===== src/rtl/sub_seq_nb.sv =====
// Multi-cycle subtractor: diff = a - b, one 4-bit slice per clock with the carry registered between slices.
// Optional signed-overflow flag (port ovf) is built only when SUB_OVF_EN is defined.
module sub_seq_nb #(
  parameter int WIDTH = 16
) (
  input  logic             clk,
  input  logic             rst,
  input  logic             start,
  input  logic [WIDTH-1:0] a,
  input  logic [WIDTH-1:0] b,
  output logic             busy,
  output logic             done,
  output logic [WIDTH-1:0] diff,
  output logic             borrow_out
`ifdef SUB_OVF_EN
  ,
  output logic             ovf
`endif
);

  localparam int NSLICE = WIDTH / 4;
  localparam int IDXW = (NSLICE > 1) ? $clog2(NSLICE) : 1;
  localparam logic [IDXW-1:0] LAST_IDX = IDXW'(NSLICE - 1);

  typedef enum logic [1:0] {
    IDLE = 2'd0,
    RUN  = 2'd1,
    DONE = 2'd2
  } state_t;

  state_t          state;
  logic [WIDTH-1:0] a_r;
  logic [WIDTH-1:0] b_r;
  logic [IDXW-1:0] idx;
  logic            carry;
  logic [3:0]      a_sl    [NSLICE];
  logic [3:0]      b_sl    [NSLICE];
  logic [3:0]      diff_sl [NSLICE];
  logic [4:0]      slice_sum;

  genvar gi;
  generate
    for (gi = 0; gi < NSLICE; gi++) begin : g_slice
      assign a_sl[gi] = a_r[4*gi +: 4];
      assign b_sl[gi] = b_r[4*gi +: 4];
      assign diff[4*gi +: 4] = diff_sl[gi];
    end
  endgenerate

  // Two's-complement slice: a + ~b + carry, carry seeded with 1 on slice 0.
  always_comb begin
    slice_sum = {1'b0, a_sl[idx]} + {1'b0, ~b_sl[idx]} + {4'b0000, carry};
  end

  always_ff @(posedge clk or posedge rst) begin
    if (rst) begin
      state      <= IDLE;
      busy       <= 1'b0;
      done       <= 1'b0;
      borrow_out <= 1'b0;
      a_r        <= '0;
      b_r        <= '0;
      idx        <= '0;
      carry      <= 1'b1;
      for (int i = 0; i < NSLICE; i++) diff_sl[i] <= 4'h0;
`ifdef SUB_OVF_EN
      ovf        <= 1'b0;
`endif
    end else begin
      case (state)
        IDLE: begin
          if (start) begin
            a_r   <= a;
            b_r   <= b;
            idx   <= '0;
            carry <= 1'b1;
            busy  <= 1'b1;
            for (int i = 0; i < NSLICE; i++) diff_sl[i] <= 4'h0;
`ifdef SUB_OVF_EN
            ovf   <= 1'b0;
`endif
            state <= RUN;
          end
        end
        RUN: begin
          diff_sl[idx] <= slice_sum[3:0];
          carry        <= slice_sum[4];
          idx          <= idx + 1'b1;
          if (idx == LAST_IDX) begin
            borrow_out <= ~slice_sum[4];
`ifdef SUB_OVF_EN
            ovf        <= (a_r[WIDTH-1] != b_r[WIDTH-1]) && (slice_sum[3] != a_r[WIDTH-1]);
`endif
            done       <= 1'b1;
            state      <= DONE;
          end
        end
        DONE: begin
          done  <= 1'b0;
          busy  <= 1'b0;
          state <= IDLE;
        end
        default: begin
          done  <= 1'b0;
          busy  <= 1'b0;
          state <= IDLE;
        end
      endcase
    end
  end

endmodule


===== config.mk =====
export PLATFORM = sky130hd
export DESIGN_NAME = sub_seq_nb
export DESIGN_NICKNAME = d
export VERILOG_FILES = /design/src/rtl/sub_seq_nb.sv
export SDC_FILE = /design/constraint.sdc
export NUM_CORES = 1
export LEC_CHECK = 0
export CAP_MARGIN = 20
export CELL_PAD_IN_SITES_DETAIL_PLACEMENT = 1
export CELL_PAD_IN_SITES_GLOBAL_PLACEMENT = 2
export CORE_MARGIN = 4
export CORE_UTILIZATION = 34
export CTS_CLUSTER_DIAMETER = 50
export DETAILED_ROUTE_END_ITERATION = 6
export GPL_TIMING_DRIVEN = 0
export PLACE_DENSITY = 0.92
export RECOVER_POWER = 25
export SYNTH_ARGS = -nofsm -noshare
export SYNTH_HDL_FRONTEND = slang
export SYNTH_SLANG_ARGS = --single-unit

===== constraint.sdc =====
create_clock -name clk -period 3.65 [get_ports clk]
set_clock_uncertainty 0.1 [all_clocks]
set_input_delay 0.5475 -clock clk [delete_from_list [all_inputs] [get_ports clk]]
set_output_delay 0.5475 -clock clk [all_outputs]
set_load 0.02 [all_outputs]

==> impl_metrics.env <==
export IMPL_run_status="finished clean"
export IMPL_max_slew_margin=0.0415
export IMPL_holdWs_ns=0.382
export IMPL_critPathKind="reg -> reg"
export IMPL_yosysSeqAreaShare=0.532
export IMPL_crit_top_cell="fa_1"
export IMPL_ys_warn_count=0
export IMPL_hp_class="reg -> reg"
export IMPL_wl_per_cell_um=15.1
export IMPL_multi_input_area_sq_um=1100
export IMPL_cts_max_level=2
export IMPL_critical_path_max_stage_delay_ns=0.55
export IMPL_path_max_fanout=10
export IMPL_synth_top_area_share=0.522
export IMPL_wl_um=6300
export IMPL_path_cells="buf_4 -> mux4_2 -> fa_1 -> fa_1 -> xor2_1 -> o21ai_0"
export IMPL_cts_buffers=5
export IMPL_cts_resized_gates=0
export IMPL_syn_area_per_cell_sq_um=10.3
export IMPL_antenna_cells=0
export IMPL_startpoint_type="flop"
export IMPL_slowest_stage="mux4_2"
export IMPL_seqPwrFrac=0.337
export IMPL_hold_buffers=0
export IMPL_placementRows=31
export IMPL_io_pins=54
export IMPL_leakagePower_nw=1.62
export IMPL_synth_edff_count=0
export IMPL_setup_viol=0
export IMPL_post_cts_buffers=0
export IMPL_clk_pin_slew_ns=0.11
export IMPL_critPathArrivalTime_ns=2.98
export IMPL_drc_errors=0
export IMPL_grt_pass1_vias=2162
export IMPL_worst_pin_slew_ns=1.44
export IMPL_finalPower_mw=3.14
export IMPL_grt_pass1_wl_um=10800
export IMPL_yosysUniqueCellTypes=33
export IMPL_cts_root_buf="clkbuf_8"
export IMPL_cts_tree="done"
export IMPL_syn_area_sq_um=2640
export IMPL_die_w_um=96.1
export IMPL_synth_flop_cell="dfrtp_1"
export IMPL_power_switching_mw=1.36
export IMPL_area_delta_synth_final_pct=29.3
export IMPL_cts_buffer_depth=2
export IMPL_p_int_mw=1.79
export IMPL_power_frac_comb=0.552
export IMPL_cts_sinks=56
export IMPL_finalSetupTns_ns=0
export IMPL_seq_area_sq_um=1400
export IMPL_core_sq_um=7410
export IMPL_swShare=0.432
export IMPL_viasPerCell=4.76
export IMPL_ys_async_sr_fraction=1.00
export IMPL_clkLatencyLatePin_ns=0.31
export IMPL_grt_max_degree=36
export IMPL_period_share=0.790
export IMPL_synth_area_leader_cell="dfrtp_1"
export IMPL_maxCapViolCount=0
export IMPL_finalHoldViolCount=0
export IMPL_vias=1979
export IMPL_io_buffers=53
export IMPL_antenna_found_initial=0
export IMPL_ys_seq_elements=56
export IMPL_synth_fp_nets=299
export IMPL_postRouteAntennaNets=0
export IMPL_initial_utilization=0.356
export IMPL_fin_cells=416
export IMPL_irDropWorstVdd_v=0.000392
export IMPL_final_max_slew_viol_count=0
export IMPL_die_h_um=96.1
export IMPL_first_pass_iters=4
export IMPL_synthTopCellsByCount="nand2_1, dfrtp_1, inv_1"
export IMPL_overflow=0
export IMPL_powerDensity_nw_per_um2=922
export IMPL_hpwl_um=4890
export IMPL_drive_gt1_frac=0.0978
export IMPL_p_clk_frac=0.112
export IMPL_dpl_cell_count=408
export IMPL_rsz0062_at_grt="false"
export IMPL_synthCells=255
export IMPL_min_period_ns=2.88
export IMPL_dieArea_sq_um=9230
export IMPL_required_ns=3.74
export IMPL_fin_nets=360
export IMPL_grtUsageTotal=0.153
export IMPL_clock_fmax_mhz=347
export IMPL_synth_area_leaders="dfrtp_1, nand2_1, mux4_2, o2bb2ai_1, ha_1"
export IMPL_synth_most_common_cell="nand2_1"
export IMPL_cp_end_kind="flop"
export IMPL_fill_cells=842
export IMPL_drt_iter0_markers=54
export IMPL_place_congestion=0.783
[placed cells by master, fill, tap and decap left out, types with 5 or more instances in the layout]
| master | netlist | routed |
|---|---|---|
| dfrtp_1 | 55 | 55 |
| nand2_1 | 100 | 100 |
| clkdlybuf4s50_1 | 0 | 51 |
| buf_2 | 5 | 5 |
| ha_1 | 7 | 7 |
| inv_1 | 12 | 12 |
| clkbuf_8 | 0 | 5 |
| o2bb2ai_1 | 11 | 11 |
| mux4_2 | 8 | 8 |
| nand3_1 | 11 | 11 |
[power by group through the flow]
stage	logic, mW	registers [mW]	clock network [mW]
global route	1.97	1.10	0.393
floorplan	1.13	1.11	0
global placement	1.70	1.06	0
CTS	1.78	1.06	0.366
detailed placement	1.77	1.07	0
finish	1.73	1.06	0.352
[area by class of cell]
cell class | count | area share
clock inverter | 3 | 0.00660
tap | 99 | 0.0363
inverter | 12 | 0.0132
timing repair buffer | 54 | 0.164
buffer | 12 | 0.0260
clock buffer | 5 | 0.0202
sequential | 56 | 0.411
multi-input combinational | 175 | 0.323
[through the flow]
step                      setup slack [ns]   util  cell area [sq um]
after floorplan                       1.16      -               2640
after global placement               0.580  0.445               3290
after detailed placement             0.726  0.448               3320
after CTS                            0.719  0.461               3410
after global routing                 0.592  0.461               3410
final                                0.765  0.461               3410
[metal layers]
metal / share of wire / global-route usage / vias up
met1: 0.44 / 0.193 / 955
met2: 0.50 / 0.271 / 48
met5: 0 / 0 / -
li1: - / - / 969
met3: 0.047 / 0.0274 / 7
met4: 0.0081 / 0.0344 / 0
[flip-flops by register name, indices dropped and copies added, names as in the netlist]
name and cells:
a_r 16, b_r 16, diff 16, idx 2, state 2, borrow_out 1
busy 1, carry 1, done 1
[final timing paths]
check / start / end / slack (ns) / depth (start not counted)
max: idx[0] / diff[10] / 0.77 / 6
min: a_r[14] / a_r[14] / 0.38 / 2
max reg2reg: idx[0] / diff[10] / 0.77 / 6
min reg2reg: a_r[14] / a_r[14] / 0.38 / 2
max in group asynchronous: rst / carry / 1.61 / 3
min in group asynchronous: rst / diff[2] / 0.99 / 2
[critical path: cells and delay by family, from the launching register on]
kind / cells / cell delay [ns]
AOI/OAI and AO/OA: 1 / 0.16
buffers and inverters: 1 / 0.25
muxes: 1 / 0.55
xor gates and xnor gates: 1 / 0.43
DFF: 1 / 0.44
adders and majority gates: 2 / 0.84
[cell families after synthesis]
| family | count (synthesis) | share of synthesized area |
|---|---|---|
| DFF | 56 | 0.532 |
| xor gates and xnor gates | 1 | 0.00332 |
| and+or+nand+nor | 131 | 0.220 |
| buffers and inverters | 24 | 0.0507 |
| adders and majority gates | 9 | 0.0484 |
| AOI/OAI and AO/OA | 26 | 0.0778 |
| muxes | 8 | 0.0683 |
(Power assumes the default switching activity.)
